<file path="config.mk">
export PLATFORM = sky130hd
export DESIGN_NAME = uart_reg_bridge
export DESIGN_NICKNAME = d
export VERILOG_FILES = /design/src/rtl/apu_pkg.sv /design/src/rtl/uart_rx.sv /design/src/rtl/uart_reg_bridge.sv
export SDC_FILE = /design/constraint.sdc
export NUM_CORES = 1
export LEC_CHECK = 0
export BUFFER_PORTS_ARGS = -buffer_cell sky130_fd_sc_hd__buf_2
export CAP_MARGIN = 0
export CORE_MARGIN = 2
export CORE_UTILIZATION = 52
export DETAILED_ROUTE_END_ITERATION = 6
export GPL_TIMING_DRIVEN = 1
export PLACE_DENSITY_LB_ADDON = 0.15
export RECOVER_POWER = 100
export SYNTH_ARGS = -nofsm -noshare
export SYNTH_HDL_FRONTEND = slang
export SYNTH_SLANG_ARGS = --single-unit
</file>
<file path="constraint.sdc">
create_clock -name clk -period 2.5 [get_ports clk]
set_input_delay 0.375 -clock clk [delete_from_list [all_inputs] [get_ports clk]]
set_output_delay 0.375 -clock clk [all_outputs]
set_load 0.01 [all_outputs]
</file>
<file path="src/rtl/apu_pkg.sv">
`default_nettype none
// ============================================================================
//  Module      : apu_pkg
//  Description : Constants and types shared by the UART register bridge.
//  Revision    : 1.0 - initial release
// ============================================================================
package apu_pkg;

  localparam int MSG_ADDR_FLAG  = 7;
  localparam int MSG_RSVD       = 6;
  localparam int DEFAULT_CLK_HZ = 12_000_000;
  localparam int DEFAULT_BAUD   = 9_600;
  localparam int APU_ADDR_W     = 5;

  typedef enum logic [1:0] {
    IDLE  = 2'd0,
    START = 2'd1,
    DATA  = 2'd2,
    STOP  = 2'd3
  } rx_state_t;

endpackage
`default_nettype wire

</file>
<file path="src/rtl/uart_rx.sv">
`default_nettype none
// ============================================================================
//  Module      : uart_rx
//  Description : 8N1 UART receiver with 2-FF synchronizer and mid-bit sampling.
//  Revision    : 1.0 - initial release
// ============================================================================
module uart_rx
  import apu_pkg::*;
#(
  parameter int CLK_HZ = DEFAULT_CLK_HZ,
  parameter int BAUD   = DEFAULT_BAUD
) (
  input  logic       clk,
  input  logic       rst_n,
  input  logic       rx,
  output logic       byte_valid,
  output logic [7:0] byte_data,
  output logic       frame_err,
  output logic       busy
);

  localparam int BIT   = CLK_HZ / BAUD;
  localparam int HALF  = BIT / 2;
  localparam int CNT_W = $clog2(BIT);
  localparam logic [CNT_W-1:0] c_bit_last  = CNT_W'(BIT - 1);
  localparam logic [CNT_W-1:0] c_half_last = CNT_W'(HALF - 1);
  localparam logic [CNT_W-1:0] c_cnt_one   = CNT_W'(1);

  logic            r_rx_meta;
  logic            r_rx_sync;
  logic            r_rx_prev;
  rx_state_t       r_state;
  rx_state_t       w_state_next;
  logic [CNT_W-1:0] r_cnt;
  logic [2:0]      r_bit;
  logic [7:0]      r_shift;
  logic            r_frame_err;
  logic            w_fall;
  logic            w_half_hit;
  logic            w_bit_hit;
  logic            w_stop_bad;

  // Third stage only serves edge detection; the FSM samples r_rx_sync.
  always_ff @(posedge clk or negedge rst_n) begin
    if (!rst_n) begin
      r_rx_meta <= 1'b1;
      r_rx_sync <= 1'b1;
      r_rx_prev <= 1'b1;
    end else begin
      r_rx_meta <= rx;
      r_rx_sync <= r_rx_meta;
      r_rx_prev <= r_rx_sync;
    end
  end

  assign w_fall     = r_rx_prev & ~r_rx_sync;
  assign w_half_hit = (r_cnt == c_half_last);
  assign w_bit_hit  = (r_cnt == c_bit_last);

  always_ff @(posedge clk or negedge rst_n) begin
    if (!rst_n) r_state <= IDLE;
    else        r_state <= w_state_next;
  end

  always_comb begin
    w_state_next = r_state;
    case (r_state)
      IDLE:    if (w_fall) w_state_next = START;
      START:   if (w_half_hit) w_state_next = r_rx_sync ? IDLE : DATA;
      DATA:    if (w_bit_hit && (r_bit == 3'd7)) w_state_next = STOP;
      STOP:    if (w_bit_hit) w_state_next = IDLE;
      default: w_state_next = IDLE;
    endcase
  end

  always_comb begin
    byte_valid = 1'b0;
    w_stop_bad = 1'b0;
    if (r_state == STOP && w_bit_hit) begin
      byte_valid = r_rx_sync;
      w_stop_bad = ~r_rx_sync;
    end
  end

  always_ff @(posedge clk or negedge rst_n) begin
    if (!rst_n) begin
      r_cnt       <= '0;
      r_bit       <= 3'd0;
      r_shift     <= 8'h00;
      r_frame_err <= 1'b0;
    end else begin
      r_frame_err <= w_stop_bad;
      case (r_state)
        IDLE: begin
          r_cnt <= '0;
          r_bit <= 3'd0;
        end
        START: r_cnt <= w_half_hit ? '0 : r_cnt + c_cnt_one;
        DATA: begin
          if (w_bit_hit) begin
            r_cnt   <= '0;
            r_bit   <= r_bit + 3'd1;
            r_shift <= {r_rx_sync, r_shift[7:1]};
          end else begin
            r_cnt <= r_cnt + c_cnt_one;
          end
        end
        STOP:    r_cnt <= w_bit_hit ? '0 : r_cnt + c_cnt_one;
        default: r_cnt <= '0;
      endcase
    end
  end

  assign byte_data = r_shift;
  assign frame_err = r_frame_err;
  assign busy      = (r_state != IDLE);

endmodule
`default_nettype wire

</file>
<file path="src/rtl/uart_reg_bridge.sv">
`default_nettype none
// ============================================================================
//  Module      : uart_reg_bridge
//  Description : Decodes UART data/address byte pairs into APU register writes.
//  Revision    : 1.0 - initial release
// ============================================================================
module uart_reg_bridge
  import apu_pkg::*;
#(
  parameter int CLK_HZ = DEFAULT_CLK_HZ,
  parameter int BAUD   = DEFAULT_BAUD,
  parameter int ADDR_W = APU_ADDR_W
) (
  input  logic              clk,
  input  logic              rst_n,
  input  logic              rx,
  output logic              reg_wr,
  output logic [ADDR_W-1:0] reg_addr,
  output logic [7:0]        reg_data,
  output logic              frame_err,
  output logic              busy
);

  generate
    if (ADDR_W != APU_ADDR_W) begin : g_addr_w_check
      $error("uart_reg_bridge: ADDR_W must be 5");
    end
  endgenerate

  logic              w_byte_valid;
  logic [7:0]        w_byte;
  logic [6:0]        r_hold;
  logic              r_reg_wr;
  logic [ADDR_W-1:0] r_reg_addr;
  logic [7:0]        r_reg_data;

  uart_rx #(
    .CLK_HZ (CLK_HZ),
    .BAUD   (BAUD)
  ) u_rx (
    .clk        (clk),
    .rst_n      (rst_n),
    .rx         (rx),
    .byte_valid (w_byte_valid),
    .byte_data  (w_byte),
    .frame_err  (frame_err),
    .busy       (busy)
  );

  // Hold survives writes so repeated address bytes reuse the last data value.
  always_ff @(posedge clk or negedge rst_n) begin
    if (!rst_n) begin
      r_hold     <= 7'h00;
      r_reg_wr   <= 1'b0;
      r_reg_addr <= '0;
      r_reg_data <= 8'h00;
    end else begin
      r_reg_wr <= 1'b0;
      if (w_byte_valid) begin
        if (!w_byte[MSG_ADDR_FLAG]) begin
          r_hold <= w_byte[6:0];
        end else if (!w_byte[MSG_RSVD]) begin
          r_reg_wr   <= 1'b1;
          r_reg_addr <= w_byte[ADDR_W:1];
          r_reg_data <= {w_byte[0], r_hold};
        end
      end
    end
  end

  assign reg_wr   = r_reg_wr;
  assign reg_addr = r_reg_addr;
  assign reg_data = r_reg_data;

endmodule
`default_nettype wire

</file>
Yosys cells after proc, flatten, opt, wreduce, memory -nomap -nowiden

Cells that the tools add are included.

Add/subtract/negate cells: 2
Equal/unequal tests: 11
Mux-type cells: 16
Bitwise operators: 4
Reductions and logical operators: 11

Operator list:

| kind                    | number |
|---|---|
| $pmux W11 S3            | 1 |
| $mux W11                | 2 |
| $add A11 B1 Y11 const B | 1 |
| $eq A11 B10 Y1 const B  | 1 |
| $eq A11 B11 Y1 const B  | 1 |
| $mux W2                 | 5 |
| $ne A2 B1 Y1 const B    | 5 |
| $pmux W2 S4             | 1 |
| $pmux W3 S2             | 1 |
| $reduce_and A2 Y1       | 3 |
| $mux W1                 | 5 |
| $eq A2 B2 Y1 const B    | 2 |
| $reduce_and A4 Y1       | 1 |
| $reduce_bool A2 Y1      | 2 |
| $add A3 B1 Y3 const B   | 1 |
| $eq A3 B3 Y1 const B    | 1 |
| $mux W3                 | 1 |
| $not A1 Y1              | 3 |
| $reduce_and A3 Y1       | 1 |
| $eq A2 B1 Y1 const B    | 1 |
| $logic_and A1 B1 Y1     | 2 |
| $logic_not A2 Y1        | 1 |
| $reduce_or A2 Y1        | 1 |
| $and A1 B1 Y1           | 1 |

Register bits: 49
Input port bits: 3
Output and inout bits: 16
Logic and storage cells: 56

Logic depth before layout (Yosys ltp)

Depth in word-level cells: 4
Gate-level depth with buffers: 9
Mapped depth without buffers: 6

Cells and area by module

From an unflattened synthesis, not the netlist that was laid out.

Cells, all modules: 160
Area, all modules: 2175.8 µm²

By module, submodules not included:

| module          | times used | cells an instance | area an instance (µm²) |
|---|---|---|---|
| uart_rx         | 1          | 114               | 1338.8 |
| uart_reg_bridge | 1          | 46                | 837.1 |

Worst setup path before layout

No wires, ideal clock.

Path kind: register -> register
From: register u_rx.r_cnt[8]
To: register r_reg_addr[0] (netlist: reg_addr[0])
Setup time: 125 ps
Arrival time: 2363 ps
Slack: 11 ps
Stages on the path, launching flop included: 8
Path buffers: 3
Clock period less this slack: 2489 ps
Path through: dfrtp_1 > or3_4 > or3_4 > buf_6 > or4b_4 > buf_6 > buf_12 > mux2_4

Cells in the longest elaborated chain, start to end: 4

RTL lines:

| item                        | RTL line              | text |
|---|---|---|
| start, declared             | uart_rx.sv:34         | `logic [CNT_W-1:0] r_cnt;` |
| start signal, assigned      | uart_rx.sv:98         | `START: r_cnt <= w_half_hit ? '0 : r_cnt + c_cnt_one;` |
| start signal, assigned      | uart_rx.sv:105        | `r_cnt <= r_cnt + c_cnt_one;` |
| start signal, assigned      | uart_rx.sv:108        | `STOP: r_cnt <= w_bit_hit ? '0 : r_cnt + c_cnt_one;` |
| $eq A11 B11 Y1              | uart_rx.sv:58         | `assign w_bit_hit = (r_cnt == c_bit_last);` |
| $logic_and A1 B1 Y1         | uart_rx.sv:79         | `if (r_state == STOP && w_bit_hit) begin` |
| $mux W1                     | uart_rx.sv:79         |  |
| $reduce_and A3 Y1 (no line) | n/a                   |  |
| end signal, assigned        | uart_reg_bridge.sv:64 | `r_reg_addr <= w_byte[ADDR_W:1];` |
| end, declared               | uart_reg_bridge.sv:34 | `logic [ADDR_W-1:0] r_reg_addr;` |

No other way between the ends.
A chain may end at the register's enable or synchronous reset.

Worst setup path in the final report

From: register u_rx.r_cnt[3]
To: register r_reg_data[2] (netlist: reg_data[2])

Cells in the longest elaborated chain, start to end: 4

RTL lines:

| item                        | RTL line              | text |
|---|---|---|
| $eq A11 B11 Y1              | uart_rx.sv:58         |  |
| $logic_and A1 B1 Y1         | uart_rx.sv:79         |  |
| $mux W1                     | uart_rx.sv:79         |  |
| $reduce_and A3 Y1 (no line) | n/a                   |  |
| end signal, assigned        | uart_reg_bridge.sv:65 | `r_reg_data <= {w_byte[0], r_hold};` |
| end, declared               | uart_reg_bridge.sv:35 | `logic [7:0] r_reg_data;` |

No other way between the ends.

==> impl_metrics.env <==
export IMPL_run_status="complete, no violations"
export IMPL_grt_pass1_vias=1291
export IMPL_numPortBuffers=18
export IMPL_p_total_mw=1.73
export IMPL_rows=23
export IMPL_fin_crit_sh=0.948
export IMPL_syn_num_nets=168
export IMPL_hold_slack_ns=0.160
export IMPL_r2r_cells=4
export IMPL_skew_ns=0.00914
export IMPL_holdBufCountCts=0
export IMPL_final_max_slew_viol_count=0
export IMPL_grt_setup_unrepaired="no"
export IMPL_avgSynthCellArea_sq_um=13.3
export IMPL_die_w_um=68.1
export IMPL_hold_viol=0
export IMPL_grt_usage=0.178
export IMPL_io_pins=19
export IMPL_cts_sinks=49
export IMPL_powerDensity_nw_per_um2=730
export IMPL_grt_ovfl_total=0
export IMPL_fmax_mhz=422
export IMPL_synth_edff_count=0
export IMPL_finalCriticalPeriod_ns=2.37
export IMPL_synth_area_sq_um=2130
export IMPL_worst_slew_pin_slew_ns=1.06
export IMPL_diodes=0
export IMPL_vias_per_cell=5.24
export IMPL_grt_start_max_net_pins=30
export IMPL_finalNonFillerCells=234
export IMPL_r2r_slack_ns=0.13
export IMPL_vias=1226
export IMPL_worst_path_max_fanout=13
export IMPL_place_inst=226
export IMPL_globalplace_congestion=0.758
export IMPL_syn_instance_count=160
export IMPL_synth_main_ff_cell="dfrtp_1"
export IMPL_clockRootBuffer="clkbuf_8"
export IMPL_grt_pass1_wl_mm=6.00
export IMPL_ant_nets=0
export IMPL_dieArea_sq_um=4630
export IMPL_max_cap_violations=0
export IMPL_wirelength_mm=3.38
export IMPL_crit_path_end_kind="register"
export IMPL_cts_buffers=5
export IMPL_critical_path_required_ns=2.70
export IMPL_netlist_area_leader_share=0.539
export IMPL_tns_ns=0
export IMPL_max_vdd_ir_drop_uv=469
export IMPL_slew_headroom=0.294
export IMPL_ys_types=34
export IMPL_reg2reg_from="u_rx.r_cnt[3]"
export IMPL_routedWlPerCell_um=14.4
export IMPL_yosysTopAreaCell="dfrtp_1"
export IMPL_start_util=0.537
export IMPL_cts_buffer_depth=2
export IMPL_ys_seq_area_frac=0.576
export IMPL_drc=0
export IMPL_criticalPathCategory="reg -> reg"
export IMPL_firstDrtPassIters=4
export IMPL_hpwl_mm=2.36
export IMPL_antenna_found_initial=0
export IMPL_syn2layout_area_growth_pct=10.8
export IMPL_final_nets=191
export IMPL_synth_area_top_cells="dfrtp_1 54%, mux2_2 9.5%, mux2_4 7.0%, dfstp_2 3.7%, xnor2_1 3.3%"
export IMPL_tritoncts="built"
export IMPL_holdPathStages=1
export IMPL_cts_setup_buffers=0
export IMPL_arrival_ns=2.57
export IMPL_async_flop_share=1.00
export IMPL_final_layout_size_suffix_gt1_frac=0.261
export IMPL_hold_path_class="in -> reg"
export IMPL_insertion_delay_ns=0.31
export IMPL_setup_viol=0
export IMPL_rr_endpoint="reg_data[2]"
export IMPL_die_h_um=68.1
export IMPL_whs_endpoint="u_rx.r_rx_meta"
export IMPL_core_area_sq_um=3970
export IMPL_ys_warn_count=0
export IMPL_cellLeakagePower_nw=1.12
export IMPL_cts_resized=0
export IMPL_h_tree_depth=2
export IMPL_cts_clk_slew_worst_paths_ns=0.09
export IMPL_start_kind="register"
export IMPL_hold_start="rx"
export IMPL_ys_ff_latch=49
export IMPL_drt_iter0_drc=69
[metal layers]
| layer | global-route usage | share of wire |
|---|---|---|
| met2 | 0.277 | 0.45 |
| met5 | 0 | 0 |
| met3 | 0.0493 | 0.031 |
| met4 | 0.0750 | 0.019 |
| met1 | 0.233 | 0.50 |
[per-stage QoR]
step                      setup slack, ns   util  area (sq um)
after global routing               0.0519  0.595          2360
after floorplan                    0.0114      -          2130
after CTS                           0.152  0.605          2400
after global placement              0.187  0.570          2260
final                               0.131  0.595          2360
after detailed placement            0.163  0.570          2260
[state kept, by name, indices dropped and copies added (netlist names), named ones only]
signal / cells
r_hold: 7
reg_addr: 5
reg_data: 8
reg_wr: 1
u_rx.byte_data: 8
u_rx.frame_err: 1
u_rx.r_bit: 3
u_rx.r_cnt: 11
u_rx.r_rx_meta: 1
u_rx.r_rx_prev: 1
u_rx.r_rx_sync: 1
u_rx.r_state: 1
[cells by family (layout without fill, tap and decap cells)]
logic type	after synthesis	in the layout	synth area share
AOI/OAI and AO/OA	7	7	0.0252
xor gates and xnor gates	9	9	0.0369
adders and majority gates	5	5	0.0293
muxes	29	29	0.170
DFF	49	49	0.576
buffers and inverters	11	35	0.0340
and+or+nand+nor	50	50	0.128
[worst max path at each step]
| stage | depth (start not counted) | startpoint | to |
|---|---|---|---|
| floorplan | 7 | u_rx.r_cnt[8] | reg_addr[0] |
| global placement | 4 | u_rx.r_cnt[8] | reg_addr[2] |
| detailed placement | 4 | u_rx.r_cnt[8] | reg_data[2] |
| CTS | 4 | u_rx.r_cnt[3] | reg_data[2] |
| global route | 6 | u_rx.r_cnt[8] | r_hold[6] |
| finish | 4 | u_rx.r_cnt[3] | reg_data[2] |
[worst max-delay path: stages (launching register included)]
cell     delay (ns)
dfrtp_1        0.42
or3_1          0.41
or3_4          0.41
or4b_4         0.67
mux2_4         0.35
[power by group]
| part | internal [mW] | switching (mW) | total (mW) |
|---|---|---|---|
| registers | 0.837 | 0.0557 | 0.893 |
| logic | 0.0707 | 0.0916 | 0.162 |
| clock network | 0.402 | 0.269 | 0.671 |
| total | 1.31 | 0.416 | 1.73 |
[synthesized netlist by cell type (2+ instances only)]
cell type  instances
nand2_1            8
ha_1               5
nor4_1             3
nor3_1             4
nor2_1            14
buf_6              2
mux2_2            18
a21oi_1            2
dfstp_2            3
nand3_1            9
or3_4              2
dfrtp_1           46
clkbuf_1           3
mux2_4            10
xnor2_1            8
inv_1              5
[cells in the final DEF (no fill, tap or decap), drive strengths merged, types with 3 or more instances in the layout]
cell,n
clkbuf,25
dfrtp,46
dfstp,3
ha,5
inv,6
mux2,28
nand2,8
nand3,9
nor2,14
nor3,5
nor4,3
xnor2,8
[cell type report]
cell class	count	area [sq um]
Sequential cell	49	1230
Timing Repair Buffer	22	88.8
Fill cell	344	1610
Clock inverter	3	68.8
Clock buffer	5	68.8
Multi-Input combinational cell	100	827
Tap cell	50	62.6
Inverter	5	18.8
Note: power is estimated with default switching activity, not from simulation.
